## config.mk

```make
export PLATFORM = sky130hd
export DESIGN_NAME = muldiv_unit
export DESIGN_NICKNAME = d
export VERILOG_FILES = /design/src/rtl/muldiv_unit.sv
export SDC_FILE = /design/constraint.sdc
export NUM_CORES = 1
export LEC_CHECK = 0
export ABC_AREA = 1
export BUFFER_PORTS_ARGS = -buffer_cell sky130_fd_sc_hd__clkbuf_2
export CAP_MARGIN = 40
export CORE_MARGIN = 2
export CORE_UTILIZATION = 50
export CTS_CLUSTER_SIZE = 10
export DETAILED_ROUTE_END_ITERATION = 16
export HOLD_SLACK_MARGIN = 0.1
export PLACE_DENSITY = 0.68
export SLEW_MARGIN = 5
export SYNTH_ARGS = -nofsm -noshare
export SYNTH_HDL_FRONTEND = slang
export SYNTH_SLANG_ARGS = --single-unit
```

## constraint.sdc

```tcl
create_clock -name CLK -period 7.45 [get_ports CLK]
set_input_delay 1.1175 -clock CLK [delete_from_list [all_inputs] [get_ports CLK]]
set_output_delay 1.1175 -clock CLK [all_outputs]
set_load 0.03 [all_outputs]
```

## src/rtl/muldiv_unit.sv

```systemverilog
`default_nettype none
// ============================================================================
// Module   : muldiv_unit
// Brief    : Iterative RV32M multiply/divide unit, one radix-2 step per cycle.
// Revision : 1.0
// ============================================================================
module muldiv_unit #(
    parameter int WIDTH = 32
) (
    input  logic             CLK,
    input  logic             nRST,
    input  logic             start,
    input  logic             flush,
    input  logic [2:0]       op,
    input  logic [WIDTH-1:0] pa,
    input  logic [WIDTH-1:0] pb,
    output logic             busy,
    output logic             done,
    output logic [WIDTH-1:0] result
);
    localparam int            C_CW   = $clog2(WIDTH) + 1;
    localparam logic [C_CW-1:0] C_LAST = C_CW'(WIDTH);
    localparam logic [C_CW-1:0] C_ONE  = C_CW'(1);

    typedef enum logic [1:0] {
        S_IDLE = 2'd0,
        S_CALC = 2'd1,
        S_FIX  = 2'd2,
        S_DONE = 2'd3
    } state_t;

    state_t               r_state;
    state_t               w_next_state;
    logic [C_CW-1:0]      r_count;
    logic [2:0]           r_op;
    logic [WIDTH-1:0]     r_a;
    logic [WIDTH-1:0]     r_b;
    logic [2*WIDTH-1:0]   r_acc;
    logic                 r_neg;
    logic                 r_b_zero;
    logic                 r_busy;
    logic                 r_done;
    logic [WIDTH-1:0]     r_result;

    logic                 w_is_div;
    logic                 w_signed_a;
    logic                 w_signed_b;
    logic                 w_sign_a;
    logic                 w_sign_b;
    logic [WIDTH-1:0]     w_mag_a;
    logic [WIDTH-1:0]     w_mag_b;
    logic [WIDTH:0]       w_mul_sum;
    logic [2*WIDTH:0]     w_div_sh;
    logic [WIDTH:0]       w_div_diff;
    logic [2*WIDTH-1:0]   w_prod;
    logic [WIDTH-1:0]     w_quot;
    logic [WIDTH-1:0]     w_rem;
    logic [WIDTH-1:0]     w_fix_value;

    assign busy   = r_busy;
    assign done   = r_done;
    assign result = r_result;

    assign w_is_div   = r_op[2];
    assign w_signed_a = (r_op == 3'b001) || (r_op == 3'b010) || (r_op == 3'b100) || (r_op == 3'b110);
    assign w_signed_b = (r_op == 3'b001) || (r_op == 3'b100) || (r_op == 3'b110);
    assign w_sign_a   = w_signed_a && r_a[WIDTH-1];
    assign w_sign_b   = w_signed_b && r_b[WIDTH-1];
    // Plain WIDTH-bit negate: the magnitude of the most negative value stays exact as unsigned.
    assign w_mag_a    = w_sign_a ? -r_a : r_a;
    assign w_mag_b    = w_sign_b ? -r_b : r_b;

    assign w_mul_sum  = {1'b0, r_acc[2*WIDTH-1:WIDTH]} + (r_acc[0] ? {1'b0, r_a} : '0);
    assign w_div_sh   = {r_acc, 1'b0};
    assign w_div_diff = w_div_sh[2*WIDTH:WIDTH] - {1'b0, r_b};

    // Divide by zero keeps the all-ones quotient regardless of operand signs.
    assign w_prod = r_neg ? -r_acc : r_acc;
    assign w_quot = (r_neg && !r_b_zero) ? -r_acc[WIDTH-1:0] : r_acc[WIDTH-1:0];
    assign w_rem  = r_neg ? -r_acc[2*WIDTH-1:WIDTH] : r_acc[2*WIDTH-1:WIDTH];

    always_comb begin
        w_fix_value = '0;
        case (r_op)
            3'b000:          w_fix_value = w_prod[WIDTH-1:0];
            3'b001, 3'b010,
            3'b011:          w_fix_value = w_prod[2*WIDTH-1:WIDTH];
            3'b100, 3'b101:  w_fix_value = w_quot;
            default:         w_fix_value = w_rem;
        endcase
    end

    always_comb begin
        w_next_state = r_state;
        case (r_state)
            S_IDLE:  if (start && !flush) w_next_state = S_CALC;
            S_CALC:  if (flush) w_next_state = S_IDLE;
                     else if (r_count == C_LAST) w_next_state = S_FIX;
            S_FIX:   w_next_state = flush ? S_IDLE : S_DONE;
            S_DONE:  w_next_state = S_IDLE;
            default: w_next_state = S_IDLE;
        endcase
    end

    always_ff @(posedge CLK) begin
        if (!nRST) begin
            r_state  <= S_IDLE;
            r_busy   <= 1'b0;
            r_done   <= 1'b0;
            r_result <= '0;
        end else begin
            r_state <= w_next_state;
            r_busy  <= (w_next_state != S_IDLE);
            r_done  <= (w_next_state == S_DONE);
            if (r_state == S_FIX && w_next_state == S_DONE) begin
                r_result <= w_fix_value;
            end
        end
    end

    // Count 0 is the magnitude-conversion cycle; counts 1..WIDTH are the iterations.
    always_ff @(posedge CLK) begin
        if (!nRST) begin
            r_count  <= '0;
            r_op     <= '0;
            r_a      <= '0;
            r_b      <= '0;
            r_acc    <= '0;
            r_neg    <= 1'b0;
            r_b_zero <= 1'b0;
        end else begin
            case (r_state)
                S_IDLE: begin
                    if (w_next_state == S_CALC) begin
                        r_op    <= op;
                        r_a     <= pa;
                        r_b     <= pb;
                        r_acc   <= '0;
                        r_count <= '0;
                    end
                end
                S_CALC: begin
                    r_count <= r_count + C_ONE;
                    if (r_count == '0) begin
                        r_a      <= w_mag_a;
                        r_b      <= w_mag_b;
                        r_acc    <= {{WIDTH{1'b0}}, (w_is_div ? w_mag_a : w_mag_b)};
                        r_neg    <= (w_is_div && r_op[1]) ? w_sign_a : (w_sign_a ^ w_sign_b);
                        r_b_zero <= (r_b == '0);
                    end else if (w_is_div) begin
                        if (!w_div_diff[WIDTH]) begin
                            r_acc <= {w_div_diff[WIDTH-1:0], w_div_sh[WIDTH-1:1], 1'b1};
                        end else begin
                            r_acc <= w_div_sh[2*WIDTH-1:0];
                        end
                    end else begin
                        r_acc <= {w_mul_sum, r_acc[WIDTH-1:1]};
                    end
                end
                default: ;
            endcase
        end
    end

endmodule
`default_nettype wire

```

==> results of run 1 <==
==> final timing paths <==
| check | start | slack [ns] | cells after the start | to |
|---|---|---|---|---|
| max | r_op[2] | 3.84 | 12 | r_acc[21] |
| min | result[24] | 0.47 | 2 | result[24] |
| max reg2reg | r_op[2] | 3.84 | 12 | r_acc[21] |
| min reg2reg | result[24] | 0.47 | 2 | result[24] |
==> kinds of logic (layout without fill, tap and decap cells) <==
group | Yosys count | count (layout)
simple gates | 2130 | 2130
buf+inv | 719 | 728
compound gates | 562 | 562
flops | 175 | 175
xor+xnor | 99 | 99
fa+ha+maj | 72 | 72
==> routing by layer <==
metal | vias to the layer above | wire (um) | share of wire (%)
li1 | 11894 | - | -
met1 | 10718 | 34900 | 43
met2 | 1357 | 33100 | 41
met3 | 159 | 9250 | 11
met4 | 0 | 3680 | 4.5
met5 | - | 0 | 0
==> area by class of cell <==
class,instances,area [um2],share of cell area (%)
sequential,175,3510,16.1
clock buffer,18,450,2.07
tap,525,657,3.02
clock inverter,14,156,0.719
multi-input combinational,2863,14000,64.6
inverter,568,2130,9.81
timing repair buffer,128,801,3.68
==> power by group through the flow <==
stage / Sequential, W / Clock [W] / Combinational (W)
2_1_floorplan: 0.00103 / 0 / 0.000928
3_3_place_gp: 0.00107 / 0 / 0.00126
3_5_place_dp: 0.00107 / 0 / 0.00126
4_1_cts: 0.00105 / 0.000963 / 0.00127
5_1_grt: 0.00106 / 0.00100 / 0.00143
6_report: 0.00105 / 0.000958 / 0.00131
==> per-stage QoR <==
stage	hold slack [ns]	util [%]
CTS	0.468	54.5
finish	0.466	54.5
floorplan	0.444	-
detailed placement	0.456	53.0
global route	0.490	54.5
global placement	0.456	52.6
==> registers in the layout, summed over array words and instances (netlist names) <==
name / cells
r_count: 6
r_b: 32
r_state: 2
done: 1
busy: 1
r_b_zero: 1
r_neg: 1
r_op: 3
r_a: 32
r_acc: 64
result: 32
==> placed cells by master (no fill, tap or decap), types with 6 or more instances in the layout <==
| cell | synthesis | final |
|---|---|---|
| nor2_1 | 327 | 322 |
| a221oi_2 | 22 | 22 |
| nand2_1 | 1317 | 1317 |
| nand3b_1 | 11 | 11 |
| clkbuf_2 | 0 | 104 |
| nor4_1 | 7 | 7 |
| ha_1 | 70 | 70 |
| o21ai_1 | 7 | 7 |
| nand4_1 | 46 | 46 |
| and2_1 | 6 | 6 |
| o21bai_1 | 12 | 12 |
| xnor2_1 | 16 | 16 |
| nand2_4 | 10 | 10 |
| nor2_2 | 10 | 11 |
| nand3_1 | 335 | 335 |
| a21oi_1 | 307 | 307 |
| nand2_2 | 15 | 15 |
| dfxtp_1 | 175 | 173 |
| clkbuf_16 | 0 | 18 |
| xor2_1 | 83 | 83 |
| buf_4 | 2 | 19 |
| nor3_1 | 27 | 26 |
| inv_2 | 31 | 31 |
| inv_1 | 532 | 531 |
| o21ai_0 | 124 | 124 |
| o211ai_1 | 45 | 45 |
| nor2_4 | 3 | 7 |
| o21a_1 | 15 | 15 |
==> tightest hold or removal path: stages (launching register included) <==
cell and delay, ns:
dfxtp_1 0.31, nand2_1 0.06, a21oi_1 0.05
==> results.json, run 1 <==
{
  "fillerInstances": 4394,
  "switchingPower_w": 0.00150,
  "cts_htree_levels": 4,
  "drive_gt1_share_pct": 7.41,
  "cellLeakagePower_nw": 11.7,
  "syn_area_per_cell_um2": 5.41,
  "yosys.area_share.simple_pct": 43.8,
  "drt_first_pass_iters": 6,
  "post-place-ws_ns": 3.95,
  "top_usage_layer": "met2",
  "postCtsSetupRepairBufs": 0,
  "critical_path_arrival_ns": 4.02,
  "drv_slew": 0,
  "globalplace.congestion": 1.07,
  "antenna_found_initial": 0,
  "timing.final.crit_share_pct": 48.5,
  "clk_path_buf_depth": 2,
  "coreArea_mm2": 0.0399,
  "synth.mux.area_fraction_pct": 0,
  "critical_path.max_stage_delay_ns": 0.90,
  "root_buffer": "clkbuf_16",
  "worstMarginPinSlew_ns": 0.894,
  "die_h_um": 206,
  "dieArea_mm2": 0.0423,
  "ios": 105,
  "grt_overflow": 0,
  "area_growth_pct": 6.93,
  "drc": 0,
  "cts_made_buffers": 17,
  "die-width_um": 206,
  "path_buf_inv": 3,
  "use_met3_pct": 6.49,
  "yosys.area.top_type": "nand2_1",
  "synth-warning-count": 0,
  "rows": 73,
  "synth-xor-area-share_pct": 4.26,
  "synthArstFlopShare_pct": 0,
  "synth-seq-cells": 175,
  "ctsResizeCount": 0,
  "final_cells": 4291,
  "vias_per_cell": 5.62,
  "status": "completed",
  "crit_fanout": 80,
  "path_clk_slew_ns": 0.08,
  "power_frac_comb_pct": 39.4,
  "grt_pass1_wl_mm": 123,
  "post-synth-top-count-cell": "nand2_1",
  "cp_top_family": "simple AND/OR/NAND/NOR gates",
  "critPathRequiredTime_ns": 7.86,
  "grt_pass1_vias": 21036,
  "dp_hpwl_mm": 63.5,
  "fmax_mhz": 277,
  "postRouteAntennaNets": 0,
  "synth_top_area_share_pct": 24.3,
  "yosys-top-cells-area": "nand2_1, dfxtp_1, inv_1",
  "critPathSlowestCell": "dfxtp_4",
  "wl_per_cell_um": 18.9,
  "setup_tns_ns": 0,
  "netlist_top_cells_count": "nand2_1, inv_1, nand3_1, nor2_1, a21oi_1",
  "relSlewSlack_pct": 40.2,
  "nets": 3896,
  "syn_area_mm2": 0.0203,
  "grt_max_degree": 81,
  "use_met1_pct": 54.0,
  "wirelength_mm": 80.9,
  "synth_cells": 3757,
  "synth.net_count": 3900,
  "clkLatencyLatePin_ns": 0.49,
  "vias": 24128,
  "numClockSinks": 175,
  "cp-end-kind": "flop",
  "synth_top_family_by_area": "simple AND/OR/NAND/NOR gates",
  "ys_seq_area_share_pct": 17.2,
  "rsz0062_at_grt": "no",
  "hold_path.class": "flop to flop",
  "period_needed_ns": 3.61,
  "cts_hold_buf": 0,
  "start_util_pct": 51.0,
  "internal-power_w": 0.00183,
  "ir_drop_mv": 0.185,
  "yosysUniqueCellTypes": 53,
  "swShare_pct": 45.0,
  "crit_top_cell": "nand2_1",
  "p_per_area_mw_per_mm2": 153,
  "start_kind": "flop",
  "initialDrtViolationCount": 3171,
  "synth_top_flop_cell": "dfxtp_1",
  "maxCapViolCount": 0,
  "tritoncts": "built",
  "dp.cells": 4259,
  "synth_compound_area_share_pct": 16.3,
  "grt_use_met2_pct": 56.4,
  "setup_ws_ns": 3.84,
  "io_buffers": 104,
  "yosys.area_share.adder_pct": 4.50,
  "finalHoldViolations": 0,
  "p_seq_share_pct": 31.7,
  "critPathKind": "flop to flop",
  "place_area_mm2": 0.0211,
  "synth_edf_count": 0,
  "setup_violations": 0,
  "power.total_w": 0.00332,
  "postLayoutCellArea_mm2": 0.0218,
  "fin_skew_ns": 0.0175,
  "grt.total_usage_pct": 38.1,
  "num_antenna_cells": 0,
  "p_clk_share_pct": 28.8,
  "crit_chain": "inv_2 -> buf_4 -> a21oi_1 -> nand2_2 -> inv_2 -> nand2_1 -> nand3_1 -> xor2_1 -> nand2_1 -> nand3_1 -> nand2_1 -> a21oi_1"
}
Power figures use the tool's default switching activity.
==> run 2, diff against run 1 <==
--- a/config.mk
+++ b/config.mk
@@ -13,7 +13,7 @@
 export CTS_CLUSTER_SIZE = 10
 export DETAILED_ROUTE_END_ITERATION = 16
 export HOLD_SLACK_MARGIN = 0.1
-export PLACE_DENSITY = 0.68
+export PLACE_DENSITY = 0.71
 export SLEW_MARGIN = 5
 export SYNTH_ARGS = -nofsm -noshare
 export SYNTH_HDL_FRONTEND = slang
==> constraint.sdc (replaced) <==
create_clock -name CLK -period 3.3 [get_ports CLK]
set_input_delay 0.495 -clock CLK [delete_from_list [all_inputs] [get_ports CLK]]
set_output_delay 0.495 -clock CLK [all_outputs]
set_load 0.03 [all_outputs]
==> run 2 against run 1 <==
Net effect:
- wire length rose by 0.39%
- utilization rose by 0.51 points
- global-route usage rose by 0.21 points
- register-to-register slack got worse by 3.3 ns
==> results.json, run 2 (synthesized netlist as in run 1, its figures left out) <==
{
  "status": "completed",
  "cts_htree_levels": 4,
  "internal-power_w": 0.00411,
  "path_buf_inv": 4,
  "critPathRequiredTime_ns": 3.70,
  "grt_pass1_wl_mm": 124,
  "setup_tns_ns": 0,
  "crit_fanout": 30,
  "largest_register": "r_acc",
  "worstMarginPinSlew_ns": 0.909,
  "final_common_cell": "nand2_1",
  "relSlewSlack_pct": 39.3,
  "postCtsSetupRepairBufs": 0,
  "fillerInstances": 4351,
  "p_clk_share_pct": 28.0,
  "area_growth_pct": 7.93,
  "critPathKind": "flop to flop",
  "numClockSinks": 175,
  "wl_per_cell_um": 18.8,
  "vias": 24340,
  "drive_gt1_share_pct": 8.26,
  "fin_skew_ns": 0.0147,
  "ctsResizeCount": 0,
  "vias_per_cell": 5.63,
  "coreArea_mm2": 0.0399,
  "hp-start": "op[1]",
  "dp_hpwl_mm": 64.6,
  "ios": 105,
  "grt_max_degree": 71,
  "drv_slew": 0,
  "crit_chain": "clkinv_1 -> ha_1 -> nand2_1 -> inv_2 -> nand2_1 -> inv_2 -> nand2_1 -> inv_2 -> a21oi_4 -> nand3_4 -> nand2_4 -> nand2_1 -> nand3_1 -> nand2_1 -> a21oi_1",
  "maxCapViolCount": 0,
  "drt_first_pass_iters": 8,
  "root_buffer": "clkbuf_16",
  "start_util_pct": 51.0,
  "clkLatencyLatePin_ns": 0.48,
  "p_per_area_mw_per_mm2": 341,
  "cp_top_family": "simple AND/OR/NAND/NOR gates",
  "final_core_util_pct": 55.0,
  "dieArea_mm2": 0.0423,
  "power_frac_comb_pct": 40.3,
  "cp-end-kind": "flop",
  "fmax_mhz": 358,
  "grt_overflow": 0,
  "die_h_um": 206,
  "num_antenna_cells": 0,
  "rows": 73,
  "grt.total_usage_pct": 38.3,
  "clk_path_buf_depth": 2,
  "setup_violations": 0,
  "finalHoldViolations": 0,
  "io_buffers": 104,
  "critical_path_arrival_ns": 3.20,
  "wirelength_mm": 81.3,
  "path_clk_slew_ns": 0.08,
  "antenna_found_initial": 1,
  "largest_reg_flops": 64,
  "place_area_mm2": 0.0214,
  "p_seq_share_pct": 31.6,
  "hold_path.class": "input port to flop",
  "postLayoutCellArea_mm2": 0.0220,
  "final_cell_mix": "nand2_1, inv_1, nand3_1",
  "r2r-start": "r_b[24]",
  "timing.final.crit_share_pct": 84.7,
  "crit_top_cell": "nand2_1",
  "switchingPower_w": 0.00339,
  "cts_made_buffers": 17,
  "postRouteAntennaNets": 0,
  "ir_drop_mv": 0.415,
  "tritoncts": "built",
  "rsz0062_at_grt": "no",
  "critical_path.max_stage_delay_ns": 0.47,
  "period_needed_ns": 2.80,
  "critPathSlowestCell": "ha_1",
  "start_kind": "flop",
  "globalplace.congestion": 1.05,
  "nets": 3931,
  "grt_pass1_vias": 21303,
  "swShare_pct": 45.2,
  "die-width_um": 206,
  "drc": 0,
  "startpoint": "r_b[24]",
  "initialDrtViolationCount": 3078,
  "cts_hold_buf": 0,
  "cellLeakagePower_nw": 11.8
}
run 2: power groups by stage:
stage / clock network (W) / logic, W / registers, W
floorplan: 0 / 0.00210 / 0.00233
global placement: 0 / 0.00291 / 0.00241
detailed placement: 0 / 0.00291 / 0.00241
CTS: 0.00211 / 0.00293 / 0.00236
global route: 0.00220 / 0.00328 / 0.00237
finish: 0.00210 / 0.00302 / 0.00237
run 2: per-layer routing:
metal	share of wire, %	wire length (um)	up-vias	track usage [%]
met1	43	35300	10871	53.9
met2	41	33700	1301	57.4
li1	-	-	11990	-
met4	4.0	3280	2	14.7
met5	0.015	12	-	0
met3	11	8940	176	7.27
run 2: path summary, 6_finish.rpt:
kind,to,slack [ns],cells after the start
max,r_acc[49],0.50,15
min,r_op[1],0.26,3
max reg2reg,r_acc[49],0.50,15
min reg2reg,result[2],0.46,2
run 2: area by class of cell:
type / instances / area, um2 / area share [%]
clock buffers: 18 / 439 / 2.00
clock inverters: 14 / 145 / 0.661
inverters: 568 / 2130 / 9.72
multi-input cells: 2863 / 14000 / 63.9
flip-flops and latches: 175 / 3510 / 16.0
well taps: 525 / 657 / 2.99
repair buffers: 163 / 1030 / 4.71
run 2: worst reg2reg max path, stage by stage, from the launching register on:
cell and delay (ns):
dfxtp_1 0.35, clkinv_1 0.28, ha_1 0.48, nand2_1 0.14, inv_2 0.05, nand2_1 0.09
inv_2 0.04, nand2_1 0.09, inv_2 0.05, a21oi_4 0.22, nand3_4 0.20, nand2_4 0.35
nand2_1 0.10, nand3_1 0.08, nand2_1 0.07, a21oi_1 0.13
run 2: metrics by stage:
step / power (W) / instances / worst slack (ns) / hold slack (ns)
after global placement: 0.00532 / 4293 / 0.603 / 0.455
after CTS: 0.00740 / 4326 / 0.521 / 0.257
final: 0.00749 / 4326 / 0.504 / 0.265
after global routing: 0.00785 / 4326 / 0.285 / 0.310
after detailed placement: 0.00532 / 4294 / 0.552 / 0.458
after floorplan: 0.00443 / 3757 / 0.820 / 0.444
